## config.mk

```make
export PLATFORM = sky130hd
export DESIGN_NAME = bp_sacc_io_arbiter
export DESIGN_NICKNAME = d
export VERILOG_FILES = /design/src/rtl/bp_sacc_io_arbiter.sv
export SDC_FILE = /design/constraint.sdc
export NUM_CORES = 1
export LEC_CHECK = 0
export BUFFER_PORTS_ARGS = -buffer_cell sky130_fd_sc_hd__buf_2
export CAP_MARGIN = 0
export CORE_AREA = 2 2 254 256
export CTS_BUF_LIST = sky130_fd_sc_hd__clkbuf_4 sky130_fd_sc_hd__clkbuf_8
export DETAILED_ROUTE_END_ITERATION = 10
export DIE_AREA = 0 0 256 258
export GPL_TIMING_DRIVEN = 0
export PLACE_DENSITY = 0.4
export SYNTH_ARGS = -nofsm -noshare
export SYNTH_HDL_FRONTEND = slang
export SYNTH_SLANG_ARGS = --single-unit
```

## constraint.sdc

```tcl
create_clock -name clk_i -period 18.95 [get_ports clk_i]
set_clock_uncertainty 0.15 [all_clocks]
set_input_delay 5.685 -clock clk_i [delete_from_list [all_inputs] [get_ports clk_i]]
set_output_delay 5.685 -clock clk_i [all_outputs]
set_load 0.02 [all_outputs]
```

## src/rtl/bp_sacc_io_arbiter.sv

```systemverilog
// Shares one LCE I/O link among engines: combinational round-robin command grant with lock-until-yumi;
// responses return in order via an ID FIFO and a one-entry buffer (1-cycle latency, refill on same-cycle yumi).
module bp_sacc_io_arbiter #(
  parameter int num_req_p         = 2,
  parameter int msg_width_p       = 128,
  parameter int max_outstanding_p = 4
) (
  input  logic                             clk_i,
  input  logic                             reset_i,
  input  logic [num_req_p*msg_width_p-1:0] req_cmd_i,
  input  logic [num_req_p-1:0]             req_cmd_v_i,
  output logic [num_req_p-1:0]             req_cmd_yumi_o,
  output logic [msg_width_p-1:0]           io_cmd_o,
  output logic                             io_cmd_v_o,
  input  logic                             io_cmd_yumi_i,
  input  logic [msg_width_p-1:0]           io_resp_i,
  input  logic                             io_resp_v_i,
  output logic                             io_resp_ready_o,
  output logic [msg_width_p-1:0]           req_resp_o,
  output logic [num_req_p-1:0]             req_resp_v_o,
  input  logic [num_req_p-1:0]             req_resp_yumi_i
);

  localparam int lg_req_lp = $clog2(num_req_p);
  localparam int ptr_w_lp  = (max_outstanding_p > 1) ? $clog2(max_outstanding_p) : 1;
  localparam int cnt_w_lp  = $clog2(max_outstanding_p + 1);
  localparam logic [lg_req_lp:0]   num_req_w_lp = (lg_req_lp+1)'(num_req_p);
  localparam logic [num_req_p-1:0] one_hot_lp   = {{(num_req_p-1){1'b0}}, 1'b1};

  logic [lg_req_lp-1:0]   rr_q, rr_d, lock_id_q, lock_id_d, cand_id;
  logic [lg_req_lp-1:0]   buf_id_q, buf_id_d;
  logic                   lock_v_q, lock_v_d, buf_v_q, buf_v_d, cand_found;
  logic [msg_width_p-1:0] buf_data_q, buf_data_d;
  logic [lg_req_lp-1:0]   fifo_mem_q [max_outstanding_p];
  logic [ptr_w_lp-1:0]    wr_ptr_q, wr_ptr_d, rd_ptr_q, rd_ptr_d;
  logic [cnt_w_lp-1:0]    cnt_q, cnt_d;
  logic [lg_req_lp:0]     scan_sum;
  logic                   fifo_full, fifo_empty, cmd_fire, resp_fire;

  // A locked grant wins; otherwise scan upward from rr_q with wraparound.
  always_comb begin
    cand_found = lock_v_q;
    cand_id    = lock_id_q;
    scan_sum   = '0;
    if (!lock_v_q) begin
      for (int k = 0; k < num_req_p; k++) begin
        scan_sum = {1'b0, rr_q} + (lg_req_lp+1)'(k);
        if (scan_sum >= num_req_w_lp) scan_sum = scan_sum - num_req_w_lp;
        if (!cand_found && req_cmd_v_i[scan_sum[lg_req_lp-1:0]]) begin
          cand_found = 1'b1;
          cand_id    = scan_sum[lg_req_lp-1:0];
        end
      end
    end
  end

  assign fifo_full  = (cnt_q == cnt_w_lp'(max_outstanding_p));
  assign fifo_empty = (cnt_q == '0);

  assign io_cmd_v_o     = !reset_i && cand_found && !fifo_full;
  assign io_cmd_o       = req_cmd_i[cand_id*msg_width_p +: msg_width_p];
  assign cmd_fire       = io_cmd_v_o && io_cmd_yumi_i;
  assign req_cmd_yumi_o = cmd_fire ? (one_hot_lp << cand_id) : '0;

  // Ready never looks at io_resp_v_i, only at state and the engine-side yumi.
  assign io_resp_ready_o = !reset_i && !fifo_empty && (!buf_v_q || req_resp_yumi_i[buf_id_q]);
  assign resp_fire       = io_resp_v_i && io_resp_ready_o;
  assign req_resp_v_o    = (!reset_i && buf_v_q) ? (one_hot_lp << buf_id_q) : '0;
  assign req_resp_o      = buf_data_q;

  always_comb begin
    rr_d       = rr_q;
    lock_v_d   = lock_v_q;
    lock_id_d  = lock_id_q;
    wr_ptr_d   = wr_ptr_q;
    rd_ptr_d   = rd_ptr_q;
    cnt_d      = cnt_q;
    buf_v_d    = buf_v_q;
    buf_id_d   = buf_id_q;
    buf_data_d = buf_data_q;

    if (cmd_fire) begin
      rr_d     = (cand_id == lg_req_lp'(num_req_p-1)) ? '0 : cand_id + 1'b1;
      lock_v_d = 1'b0;
      wr_ptr_d = (wr_ptr_q == ptr_w_lp'(max_outstanding_p-1)) ? '0 : wr_ptr_q + 1'b1;
    end else if (io_cmd_v_o) begin
      lock_v_d  = 1'b1;
      lock_id_d = cand_id;
    end

    if (resp_fire) begin
      rd_ptr_d   = (rd_ptr_q == ptr_w_lp'(max_outstanding_p-1)) ? '0 : rd_ptr_q + 1'b1;
      buf_v_d    = 1'b1;
      buf_id_d   = fifo_mem_q[rd_ptr_q];
      buf_data_d = io_resp_i;
    end else if (buf_v_q && req_resp_yumi_i[buf_id_q]) begin
      buf_v_d = 1'b0;
    end

    case ({cmd_fire, resp_fire})
      2'b10:   cnt_d = cnt_q + 1'b1;
      2'b01:   cnt_d = cnt_q - 1'b1;
      default: cnt_d = cnt_q;
    endcase
  end

  always_ff @(posedge clk_i) begin
    if (reset_i) begin
      rr_q      <= '0;
      lock_v_q  <= 1'b0;
      lock_id_q <= '0;
      wr_ptr_q  <= '0;
      rd_ptr_q  <= '0;
      cnt_q     <= '0;
      buf_v_q   <= 1'b0;
      buf_id_q  <= '0;
    end else begin
      rr_q      <= rr_d;
      lock_v_q  <= lock_v_d;
      lock_id_q <= lock_id_d;
      wr_ptr_q  <= wr_ptr_d;
      rd_ptr_q  <= rd_ptr_d;
      cnt_q     <= cnt_d;
      buf_v_q   <= buf_v_d;
      buf_id_q  <= buf_id_d;
    end
  end

  always_ff @(posedge clk_i) begin
    buf_data_q <= buf_data_d;
    if (cmd_fire) fifo_mem_q[wr_ptr_q] <= cand_id;
  end

`ifndef SYNTHESIS
  logic resp_v_empty_q;
  always_ff @(posedge clk_i) resp_v_empty_q <= !reset_i && io_resp_v_i && fifo_empty;

  always_ff @(posedge clk_i) begin
    if (!reset_i) begin
      assert (!(io_resp_v_i && fifo_empty && resp_v_empty_q))
        else $error("io_resp_v_i held high with no outstanding command");
      assert ((req_resp_yumi_i & ~req_resp_v_o) == '0)
        else $error("req_resp_yumi_i on a non-destination engine");
    end
  end
`endif

endmodule

```

; Word-level counts from Yosys, hierarchy flattened
; Memories as Yosys holds them, arrays and structs flattened. A register that Yosys moved wholly into a read port is not among the register bits.
; Cells that the tools add are included.
[op_classes]
n_eq_ne = 5
n_addsub = 8
muxes = 27
n_shift = 3
div_mod_pow = 0
order_cmp = 5
n_reduce_logical = 22
bitwise_logic = 1
mul = 0
[op_table]
columns = operator, n
row1 = variable part select 256 x 9 -> 128 bit, 1
row2 = 2-to-1 mux 1 bit, 22
row3 = logical AND 1 bit, 10
row4 = 2-to-1 mux 2 bit, 4
row5 = equality test 2 bit (second input constant), 3
row6 = zero test 1 bit, 6
row7 = < comparator 1 x 2 -> 1 bit (second input constant), 3
row8 = one-hot mux 3 bit (2 select lines), 1
row9 = adder 2 x 1 -> 2 bit (second input constant), 2
row10 = nonzero test 2 bit, 2
row11 = left shift 1 x 1 -> 2 bit (first input constant), 2
row12 = adder 3 x 1 -> 3 bit (second input constant), 1
row13 = equality test 3 bit (second input constant), 1
row14 = zero test 3 bit, 1
row15 = subtractor 3 x 1 -> 3 bit (second input constant), 1
row16 = adder 1 x 1 -> 2 bit (second input constant), 1
row17 = equality test 2 x 1 -> 1 bit (second input constant), 1
row18 = >= comparator 1 x 2 -> 1 bit (second input constant), 1
row19 = >= comparator 2 bit (second input constant), 1
row20 = AND reduction 2 bit, 1
row21 = OR reduction 2 bit, 1
row22 = subtractor 1 bit (second input constant), 2
row23 = adder 1 bit (second input constant), 1
row24 = logical OR 1 bit, 1
row25 = inverter 1 bit, 1
[word_totals]
inputBits = 392
mem_count = 1
reg_bits = 139
latchBits = 0
wordCells = 80
output_inout_bits = 262
ramBits = 4
romBits = 0
[mem_list]
columns = memory, words, width, rd, rd_ports_with_merged_regs, write_ports, line
row1 = fifo_mem_q, 4, 1, 1, 1, 1, 34  ; logic [lg_req_lp-1:0] fifo_mem_q [max_outstanding_p];

; Longest topological paths before layout
; Gate-level depths: netlist (run 1).
[depth]
word_depth = 17
ltp_mapped = 9
depth_no_buf = 9

; Worst setup path before layout (run 1)
; No wires, ideal clock.
[synth_path]
path_type = input to output
startpoint = input req_cmd_v_i[1]
endpoint = output io_cmd_o[0]
arrival_ps = 6755
n_path_buf = 2
required_time_ps = 13115
slack_ps = 6360
cell_stages = 5
cell_sequence = and2_1 > o22ai_2 > buf_4 > buf_4 > mux2_2
[synth_via]
elab_chain_cells = 10
word_cells_on_any_way = 13
classes_between = shift (1) / mux (9) / reduce/logical (3)
[synth_rtl]
columns = element, line
row1 = "start, declared", 11  ; input logic [num_req_p-1:0] req_cmd_v_i,
row2 = 2-to-1 mux 1 bit (not written as such) (2 in a row), 49  ; if (!cand_found && req_cmd_v_i[scan_sum[lg_req_lp-1:0]]) begin
row3 = logical AND 1 bit, 49
row4 = 2-to-1 mux 1 bit, 49
row5 = 2-to-1 mux 1 bit, 45  ; if (!lock_v_q) begin
row6 = zero test 1 bit, 49
row7 = logical AND 1 bit, 49
row8 = 2-to-1 mux 1 bit *, 49
row9 = 2-to-1 mux 1 bit *, 45
row10 = variable part select 256 x 9 -> 128 bit *, 61  ; assign io_cmd_o = req_cmd_i[cand_id*msg_width_p +: msg_width_p];
row11 = "end, declared", 13  ; output logic [msg_width_p-1:0] io_cmd_o,
; Every way passes the cells marked *; elsewhere a longest branch is shown, timed or not. The select of a mux whose other input is x is not followed.

; Worst setup path in the final report (run 1)
[layout_path]
startpoint = input req_cmd_v_i[1]
endpoint = output io_cmd_o[5]
; The elaborated chain is that of the path after synthesis.

==> metrics.md, run 1 <==
| Metric | Value |
|---|---|
| Top delay family on crit path | buffers and inverters |
| Hold-fix buffers at CTS | 0 |
| I/O Buffers | roughly 650 |
| Hpwl dp | 34,100 um |
| Yosys reg bits | ~140 |
| Crit path max-delay cell type | mux2_2 |
| Normalized max-slew margin | a little over 40% |
| Crit path kind | input pin to output port |
| Syn nets | approximately 760 |
| Gr usage total | about 11% |
| Max IR drop VDD | roughly 0.036 mV |
| R2R Path Start | lock_v_q |
| Synth Warn # | 0 |
| Avg Cell Area, Syn | between 15 and 20 um2 |
| Die ar. | 66,000 um2 |
| Post-place setup slack | around 5500 ps |
| Latest clock arrival within the worst-skew pair | roughly 470 ps |
| Most common cell in the netlist | edfxtp_1 |
| Cells after Synth | 362 |
| Max Cap Viol | 0 |
| Crit-path cells | buf_2 -> and2_1 -> o22ai_2 -> buf_4 -> buf_4 -> mux2_2 -> buf_2 |
| Crit path time final | ~13,000 ps |
| Yosys top cell by area | edfxtp_1 |
| Via count | 6,102 |
| DRT Pass-1 Iters | 4 |
| Total core area | 63,600 um2 |
| Post-CTS Setup Bufs | 0 |
| Power per cell area | 76.0 nW/um2 |
| Final WS setup | approximately 5600 ps |
| Library cells used by synthesis | 35 |
| Post-layout nets | approximately 1.4k |
| Main synth FF type | edfxtp_1 |
| R2R setup slack | ~16,000 ps |
| CP required | between 10,000 and 15,000 ps |
| Antenna violations before repair | between 40 and 50 |
| WL/cell | around 20 um |
| Num ports | ~650 |
| Largest cells by area after synthesis | edfxtp_1 63%, mux2_2 23%, dfxtp_1 3.8%, buf_4 1.2%, ha_1 1.2% |
| Startpoint types | input pin |
| Util after Layout | between 15 and 20% |
| WL final | between 30,000 and 40,000 um |
| CTS H-tree depth | 4 |
| Initial Utilization | roughly a tenth |
| Mapped Area | 6270 um2 |
| # DRC | 0 |
| List of most frequent post-synthesis cells | 132 x edfxtp_1, 129 x mux2_2, 12 x dfxtp_1, 12 x inv_1, 10 x buf_4 |
| Gr ovfl total | 0 |
| Register area share after synthesis | between 60 and 70% |
| Setup TNS | 0 ps |
| Hold path depth | 2 |
| Maximum fanout count along the critical path | 10 |
| Root Driver | clkbuf_8 |
| CTS Buf Count | 17 |
| Antenna Nets Post-Route | 0 |
| Row Count | between 90 and 100 |
| Hold Crit Start | lock_v_q |
| CP peak stage delay | roughly 420 ps |
| Status | complete, no violations |
| Slew Limit Fails | 0 |
| Area growth, synth to finish | 76.9% |
| EDFF count, synth | ~130 |
| Max frequency | ~75 MHz |
| HP Class | register to register |
| Max Root-Sink Buffers | 2 |
| Share of cells above drive strength 1 | ~80% |
| Die height | 258 um |
| Initial DRC Count | 251 |
| RSZ-0062 raised after global routing | no |
| Post-CTS resize count | 0 |
| Worst-margin pin slew | 885 ps |
| First-pass GRT wire length | about 50,000 um |
| Clk sink count | about 140 |
| Pin count of the biggest net entering global routing | 96 |
| Worst R2R End | cnt_q[2] |
| Lkg Pwr | 4.89 nW |
| CTS tree | yes |
| Final period utilization | between 70% and 80% |
| Worst Hold Path EP | lock_v_q |
| Die Wd | between 200 and 300 um |
| Ys async rst share | 0% |
| Synth top area share | 63.2% |
| Final Hold Viols | 0 |
| Placer Congestion | ~0.83 |
| CP Capture Type | output port |
| Via density | around 3.2 |
| Clock Pin Slew Worst Setup and Hold Paths | 100 ps |
| R2R cell count | 9 |
| Crit path buf inv count | 4 |
| Worst Path Arrival | approximately 7500 ps |
| Vias in the first global route | 6,151 |
| Setup violators final | 0 |
==> worst register-to-register path: cells and delay by family (launching register included) <==
kind,cells,cell delay (ps)
AOI/OAI and AO/OA,1,140
xor gates and xnor gates,1,160
buffers and inverters,2,250
DFF,1,350
and+or+nand+nor,3,1250
adders and majority gates,2,580
==> cell families (layout without fill, tap and decap cells) <==
logic type / Yosys count / after routing / share of synthesized area (%)
compound gates: 17 / 17 / 2.01
buf+inv: 27 / 713 / 2.29
xor+xnor: 2 / 2 / 0.279
mux: 134 / 134 / 24.0
fa+ha+maj: 7 / 7 / 1.52
other cells: 0 / 14 / 0
simple gates: 31 / 31 / 2.89
flops: 144 / 144 / 67.0
==> state kept, by name (all words and copies together), names as in the netlist <==
name	cells
wr_ptr_q	2
buf_id_q	1
buf_v_q	1
fifo_mem_q	4
lock_id_q	1
rd_ptr_q	2
rr_q	1
lock_v_q	1
req_resp_o	128
cnt_q	3
==> worst max-delay path by stage <==
| stage | from | to | slack [ps] | depth (start not counted) |
|---|---|---|---|---|
| after floorplan | req_cmd_v_i[1] | io_cmd_o[0] | 6360 | 5 |
| after global placement | req_cmd_v_i[1] | io_cmd_o[5] | 5540 | 7 |
| after detailed placement | req_cmd_v_i[1] | io_cmd_o[5] | 5540 | 7 |
| after CTS | req_cmd_v_i[1] | io_cmd_o[5] | 5530 | 7 |
| after global routing | req_cmd_v_i[1] | io_cmd_o[5] | 5490 | 7 |
| final | req_cmd_v_i[1] | io_cmd_o[5] | 5590 | 7 |
==> power breakdown <==
part	switching, W	total [W]	internal, W
sequential	0.00000526	0.000370	0.000364
clock	0.000154	0.000256	0.000103
combinational	0.000125	0.000218	0.0000926
total	0.000284	0.000844	0.000559
==> cell type report <==
class                   instances  area, um2
fillers                      7173      52600
flip-flops and latches        144       4200
repair buffers                654       3300
multi-input cells             191       1930
well taps                     855       1070
clock buffers                  17        234
clock inverters                15        184
plain buffers                  15       98.8
inverters                      12       50.0
diodes                         14       35.0
==> layer usage <==
metal	wire length [um]	global-route usage [%]	part of all wire, %	vias up
met2	20100	21.0	52	490
li1	-	-	-	2766
met3	3710	4.52	9.6	92
met1	13100	10.7	34	2742
met5	80	0	0.21	-
met4	1610	4.52	4.2	12
==> placed cells by master (no fill, tap or decap), drive strengths merged, types with 3 or more instances in the layout <==
master	Yosys	routed
a21oi	4	4
and2	6	6
buf	14	668
clkbuf	1	18
clkinv	0	7
dfxtp	12	12
diode	0	14
edfxtp	132	132
ha	6	6
inv	12	20
mux2	131	131
mux2i	3	3
nor2	6	6
nor2b	3	3
nor3	5	5
o311ai	3	3
or3	3	3
==> metrics by stage <==
stage,hold slack [ps],cell area [um2],cells,total power (W)
finish,353,11100,1917,0.000844
global route,376,11100,1909,0.000890
floorplan,308,6270,362,0.000495
detailed placement,335,10600,1871,0.000598
global placement,331,10600,1870,0.000600
CTS,350,11100,1903,0.000865
Note: power is estimated with default switching activity, not from simulation.
==> run 2, diff against run 1 <==
--- a/config.mk
+++ b/config.mk
@@ -7,10 +7,10 @@
 export LEC_CHECK = 0
 export BUFFER_PORTS_ARGS = -buffer_cell sky130_fd_sc_hd__buf_2
 export CAP_MARGIN = 0
-export CORE_AREA = 2 2 254 256
+export CORE_AREA = 2 2 256 258
 export CTS_BUF_LIST = sky130_fd_sc_hd__clkbuf_4 sky130_fd_sc_hd__clkbuf_8
 export DETAILED_ROUTE_END_ITERATION = 10
-export DIE_AREA = 0 0 256 258
+export DIE_AREA = 0 0 258 260
 export GPL_TIMING_DRIVEN = 0
 export PLACE_DENSITY = 0.4
 export SYNTH_ARGS = -nofsm -noshare
==> constraint.sdc (replaced) <==
create_clock -name clk_i -period 13.8 [get_ports clk_i]
set_clock_uncertainty 0.15 [all_clocks]
set_input_delay 4.14 -clock clk_i [delete_from_list [all_inputs] [get_ports clk_i]]
set_output_delay 4.14 -clock clk_i [all_outputs]
set_load 0.02 [all_outputs]
==> run 2 against run 1 <==
Compared with the run above:
- worst setup slack got worse by 1900 ps
- die area up 1.6%
- worst hold slack improved by 12 ps
- clock power rose by 44%
- routed wire length is 2.4% lower
- first-iteration DRC count grew 37%
- count of clock-buffer cells in the layout is the same
- core utilization shrank 0.13 points
==> metrics.md, run 2 (synthesized netlist as in run 1, its figures left out) <==
| Metric | Value |
|---|---|
| Status | complete, no violations |
| Max Cap Viol | 0 |
| Pin count of the biggest net entering global routing | 99 |
| HP Class | register to register |
| Util after Layout | 17.3% |
| Root Driver | clkbuf_8 |
| Via count | approximately 6.1k |
| WL final | about 38,000 um |
| Die ar. | 67,100 um2 |
| Max reg flops | 128 |
| Crit path max-delay cell type | mux2_2 |
| Setup TNS | 0 ps |
| Most frequent cells in the layout | 657 x buf_2, 132 x edfxtp_1, 129 x mux2_2 |
| Post-CTS Setup Bufs | 0 |
| RSZ-0062 raised after global routing | no |
| CTS tree | yes |
| Max frequency | between 90 and 100 MHz |
| Maximum fanout count along the critical path | 10 |
| # DRC | 0 |
| Num ports | ~650 |
| WL/cell | 19.7 um |
| Via density | roughly 3.2 |
| Crit-path cells | buf_2 -> and2_1 -> o22ai_2 -> buf_4 -> buf_4 -> mux2_2 -> buf_2 |
| Finished Cell Area | ~11,000 um2 |
| I/O Buffers | 653 |
| Slew Limit Fails | 0 |
| DRT Pass-1 Iters | 6 |
| Placer Congestion | 0.800 |
| Final Hold Viols | 0 |
| Die height | around 260 um |
| Crit path kind | input pin to output port |
| Latest clock arrival within the worst-skew pair | approximately 460 ps |
| CP Capture Type | output port |
| CTS H-tree depth | 4 |
| Vias in the first global route | approximately 6k |
| Hpwl dp | around 33,000 um |
| Post-layout nets | approximately 1.4k |
| Area growth, synth to finish | 76.8% |
| First-pass GRT wire length | 48,000 um |
| Final period utilization | between 70 and 80% |
| Placed cell area | approximately 11,000 um2 |
| Max Root-Sink Buffers | 2 |
| Lkg Pwr | slightly below 5 nW |
| Clk sink count | 144 |
| Post-place setup slack | between 3000 and 4000 ps |
| Crit path time final | just over 10,000 ps |
| Post-CTS resize count | 0 |
| Worst-margin pin slew | around 840 ps |
| Die Wd | roughly 260 um |
| Worst Path Arrival | just under 6000 ps |
| Most common cell after layout, fill and taps aside | buf_2 |
| Setup violators final | 0 |
| Normalized max-slew margin | around 44% |
| Worst hold margin | 365 ps |
| Clock Pin Slew Worst Setup and Hold Paths | roughly 90 ps |
| Hold-fix buffers at CTS | 0 |
| Gr usage total | 10.6% |
| Max IR drop VDD | between 0.04 and 0.05 mV |
| Share of cells above drive strength 1 | about four fifths |
| CP required | between 9000 and 10,000 ps |
| Antenna violations before repair | between 40 and 50 |
| Row Count | just over 90 |
| CP peak stage delay | ~380 ps |
| CTS Buf Count | 17 |
| Total core area | 64,100 um2 |
| Startpoint types | input pin |
| Final WS setup | about 3700 ps |
| Gr ovfl total | 0 |
| Initial DRC Count | ~340 |
| Power per cell area | roughly 110 nW/um2 |
| Antenna Nets Post-Route | 0 |
| Initial Utilization | between 9 and 10% |
==> run 2: cell types whose count changed in the layout (fill, tap and decap cells not counted) <==
cell        before  now
diode_2         14    9
inv_6            2    6
inv_8            6    3
bufinv_16        0    2
clkinv_4         3    1
clkinv_8         4    2
clkinvlp_4       0    2
inv_12           1    0
==> run 2: path summary, 6_finish.rpt <==
check / start / to / slack, ps / depth (start not counted)
min: cnt_q[2] / cnt_q[2] / 360 / 2
max: req_cmd_v_i[1] / io_cmd_o[4] / 3650 / 7
max reg2reg: buf_id_q / cnt_q[2] / 10880 / 9
min reg2reg: cnt_q[2] / cnt_q[2] / 360 / 2
==> run 2: through the flow <==
stage          total power (W)  std cells
2_1_floorplan         0.000680        362
3_3_place_gp          0.000820       1870
3_5_place_dp          0.000818       1871
4_1_cts                0.00120       1903
5_1_grt                0.00123       1909
6_report               0.00117       1912
==> run 2: cell type report <==
class                           count  area (um2)
Fill cell                        7223       53000
Sequential cell                   144        4200
Timing Repair Buffer              654        3300
Multi-Input combinational cell    191        1930
Tap cell                          855        1070
Clock buffer                       17         234
Clock inverter                     15         194
Buffer                             15        98.8
Inverter                           12        50.0
Antenna cell                        9        22.5
==> run 2: worst max-delay path, delay by kind of cell <==
kind	cells	cell delay, ps
AOI/OAI and AO/OA	1	310
and+or+nand+nor	1	150
buffers and inverters	4	850
muxes	1	380
==> run 2: where the power goes <==
| group | internal (W) | leakage, nW | total [W] | switching [W] |
|---|---|---|---|---|
| sequential | 0.000500 | 1.29 | 0.000507 | 0.00000717 |
| combinational | 0.000127 | 3.39 | 0.000297 | 0.000170 |
| clock | 0.000170 | 0.210 | 0.000368 | 0.000198 |
==> run 2: metal layers <==
metal  GRT usage (%)  up-vias  wire, um
met5               0        -        73
met4            4.27       12      1390
met3            3.90       95      3670
met2            19.4      462     19100
met1            10.8     2747     13400
li1                -     2756         -
==> run 3, diff against run 2 <==
--- a/config.mk
+++ b/config.mk
@@ -5,12 +5,13 @@
 export SDC_FILE = /design/constraint.sdc
 export NUM_CORES = 1
 export LEC_CHECK = 0
+export ABC_AREA = 1
 export BUFFER_PORTS_ARGS = -buffer_cell sky130_fd_sc_hd__buf_2
 export CAP_MARGIN = 0
-export CORE_AREA = 2 2 256 258
+export CORE_AREA = 2 2 255 257
 export CTS_BUF_LIST = sky130_fd_sc_hd__clkbuf_4 sky130_fd_sc_hd__clkbuf_8
 export DETAILED_ROUTE_END_ITERATION = 10
-export DIE_AREA = 0 0 258 260
+export DIE_AREA = 0 0 257 259
 export GPL_TIMING_DRIVEN = 0
 export PLACE_DENSITY = 0.4
 export SYNTH_ARGS = -nofsm -noshare
==> constraint.sdc (replaced) <==
create_clock -name clk_i -period 9.85 [get_ports clk_i]
set_clock_uncertainty 0.15 [all_clocks]
set_input_delay 2.955 -clock clk_i [delete_from_list [all_inputs] [get_ports clk_i]]
set_output_delay 2.955 -clock clk_i [all_outputs]
set_load 0.02 [all_outputs]
==> run 3 against run 2 <==
Compared with the run above:
- cell count grew 16%
- sequential share of layout area shrank 0.21 points
- synthesized cell count grew 84%
- combinational power grew 100%
- first-iteration DRC count grew 47%
- critical path depth grew 4
- core utilization grew 0.16 points
- highest routed layer unchanged
- non-clock buffer count grew 15
- largest power group unchanged
- sequential cell count is the same
- count of clock-buffer cells in the layout is the same
==> metrics.md, run 3 <==
| Metric | Value |
|---|---|
| Slew Limit Fails | 0 |
| Initial DRC Count | between 500 and 600 |
| Clock Pin Slew Worst Setup and Hold Paths | 90 ps |
| Placer Congestion | 0.919 |
| List of most frequent post-synthesis cells | 412 x nand2_1, 132 x edfxtp_1, 25 x nor2_1, 21 x inv_1, 15 x buf_2 |
| Gr usage total | about an eighth |
| Max frequency | 132 MHz |
| WL final | 43,400 um |
| Final Hold Viols | 0 |
| EDFF count, synth | about 130 |
| CTS H-tree depth | 4 |
| Status | complete, no violations |
| Util after Layout | approximately 17% |
| Register area share after synthesis | between 60% and 70% |
| Gr ovfl total | 0 |
| Die height | 259 um |
| DRT Pass-1 Iters | 5 |
| Num ports | roughly 650 |
| Vias in the first global route | 7,395 |
| Max IR drop VDD | approximately 0.081 mV |
| R2R setup slack | around 7000 ps |
| Most common cell after layout, fill and taps aside | buf_2 |
| Row Count | 93 |
| Yosys reg bits | 144 |
| Pin count of the biggest net entering global routing | 101 |
| WL/cell | a little under 20 um |
| HP Class | register to register |
| Max reg flops | 128 |
| I/O Buffers | between 600 and 700 |
| Hold Crit Start | cnt_q[2] |
| Ys async rst share | 0% |
| Largest cells by area after synthesis | edfxtp_1 62%, nand2_1 24%, dfxtp_1 3.8%, buf_6 1.9%, nor2_1 1.5% |
| Antenna Nets Post-Route | 0 |
| Initial Utilization | 9.97% |
| Final period utilization | approximately 77% |
| Avg Cell Area, Syn | between 9 and 10 um2 |
| Setup TNS | 0 ps |
| Worst R2R End | cnt_q[2] |
| Clk sink count | 144 |
| Hold path depth | 2 |
| Cells after Synth | around 670 |
| Setup violators final | 0 |
| Most frequent cells in the layout | 668 x buf_2, 412 x nand2_1, 132 x edfxtp_1 |
| Max Cap Viol | 0 |
| Die Wd | 257 um |
| Via density | approximately 3.4 |
| Share of cells above drive strength 1 | a little over half |
| CTS Buf Count | 17 |
| Root Driver | clkbuf_8 |
| Worst Path Arrival | 4490 ps |
| Crit path max-delay cell type | buf_2 |
| Post-CTS resize count | 0 |
| Antenna violations before repair | 32 |
| Mapped Area | ~6400 um2 |
| Worst-margin pin slew | approximately 540 ps |
| Max Root-Sink Buffers | 2 |
| Crit-path cells | buf_2 -> nand2_1 -> nand2_1 -> nand2_1 -> nand2_1 -> nand2_2 -> buf_4 -> buf_2 -> nand2_1 -> nand2_1 -> buf_2 |
| Synth top area share | between 60% and 70% |
| CP Capture Type | output port |
| CP peak stage delay | approximately 320 ps |
| Hold-fix buffers at CTS | 0 |
| Worst Hold Path EP | cnt_q[2] |
| Die ar. | around 67,000 um2 |
| Library cells used by synthesis | 19 |
| Syn nets | approximately 1.1k |
| Normalized max-slew margin | between 60% and 70% |
| Startpoint types | input pin |
| Yosys top cell by area | edfxtp_1 |
| Post-CTS Setup Bufs | 0 |
| Maximum fanout count along the critical path | 10 |
| Most common cell in the netlist | nand2_1 |
| Post-layout nets | approximately 1.7k |
| Via count | around 7.5k |
| Hpwl dp | ~38,000 um |
| # DRC | 0 |
| CTS tree | yes |
| R2R cell count | 11 |
| R2R Path Start | cnt_q[1] |
| Most Frequent Cell on Critical Path | nand2_1 |
| Crit path kind | input pin to output port |
| Area growth, synth to finish | 75.1% |
| CP required | between 6000 and 7000 ps |
| RSZ-0062 raised after global routing | no |
| First-pass GRT wire length | around 57,000 um |
| Power per cell area | between 150 and 200 nW/um2 |
| Lkg Pwr | around 5.7 nW |
| Crit path time final | 7600 ps |
| Latest clock arrival within the worst-skew pair | 460 ps |
| Synth Warn # | 0 |
| Main synth FF type | edfxtp_1 |
| Total core area | 63,900 um2 |
-- run 3: cell count changes after synthesis, sizes merged, moves of 5 or more --
cell / before / now
nor2: 6 / 25
inv: 12 / 23
mux2: 131 / 0
nand2: 1 / 413
buf: 14 / 28
and2: 6 / 1
nand3: 0 / 6
-- run 3: layout make-up --
| type | count | area [um2] |
|---|---|---|
| clock buffer | 17 | 234 |
| inverter | 23 | 91.3 |
| timing repair buffer | 654 | 3300 |
| sequential | 144 | 4200 |
| tap | 855 | 1070 |
| antenna | 8 | 20.0 |
| multi-input combinational | 468 | 1860 |
| buffer | 30 | 221 |
| fill | 7325 | 52700 |
| clock inverter | 15 | 161 |
-- run 3: cells by family after synthesis --
group / share of synthesized area (%)
AO/OA/AOI/OAI: 1.12
buffers and inverters: 4.83
AND/OR/NAND/NOR: 26.6
adder cells (fa/ha/maj): 1.49
flip-flops: 66.0
-- run 3: critical path: cells and delay by family --
| kind | cells | cell delay, ps |
|---|---|---|
| and+or+nand+nor | 7 | 630 |
| buffers and inverters | 4 | 880 |
-- run 3: metal layers --
metal,track usage (%),up-vias,share of wire [%]
met3,4.94,73,9.9
met2,23.3,491,53
met4,4.52,12,3.0
met1,11.9,3407,34
met5,0,-,0.18
li1,-,3482,-
-- run 3: power by group --
part / internal, W / switching (W)
Combinational: 0.000193 / 0.000412
Clock: 0.000192 / 0.000281
Sequential: 0.000700 / 0.00000831
Total: 0.00108 / 0.000701
-- run 3: worst max-delay path by stage --
stage                             startpoint  depth (start not counted)  slack [ps]      endpoint
after floorplan           req_resp_yumi_i[1]                         11        2440      cnt_q[2]
after global routing          req_cmd_v_i[0]                         11        2070  io_cmd_o[71]
after global placement               reset_i                         11         920      cnt_q[2]
final                         req_cmd_v_i[0]                         11        2250  io_cmd_o[71]
after CTS                     req_cmd_v_i[0]                         11        2100  io_cmd_o[71]
after detailed placement      req_cmd_v_i[0]                         11        2110  io_cmd_o[71]
-- run 3: through the flow --
step | worst slack (ps) | hold slack (ps) | area (um2) | cells | total power [W]
finish | 2250 | 345 | 11200 | 2214 | 0.00179
global route | 2070 | 385 | 11200 | 2213 | 0.00189
CTS | 2100 | 347 | 11100 | 2206 | 0.00183
detailed placement | 2110 | 332 | 10700 | 2174 | 0.00134
global placement | 923 | 321 | 10700 | 2173 | 0.00134
floorplan | 2440 | 308 | 6370 | 665 | 0.00103
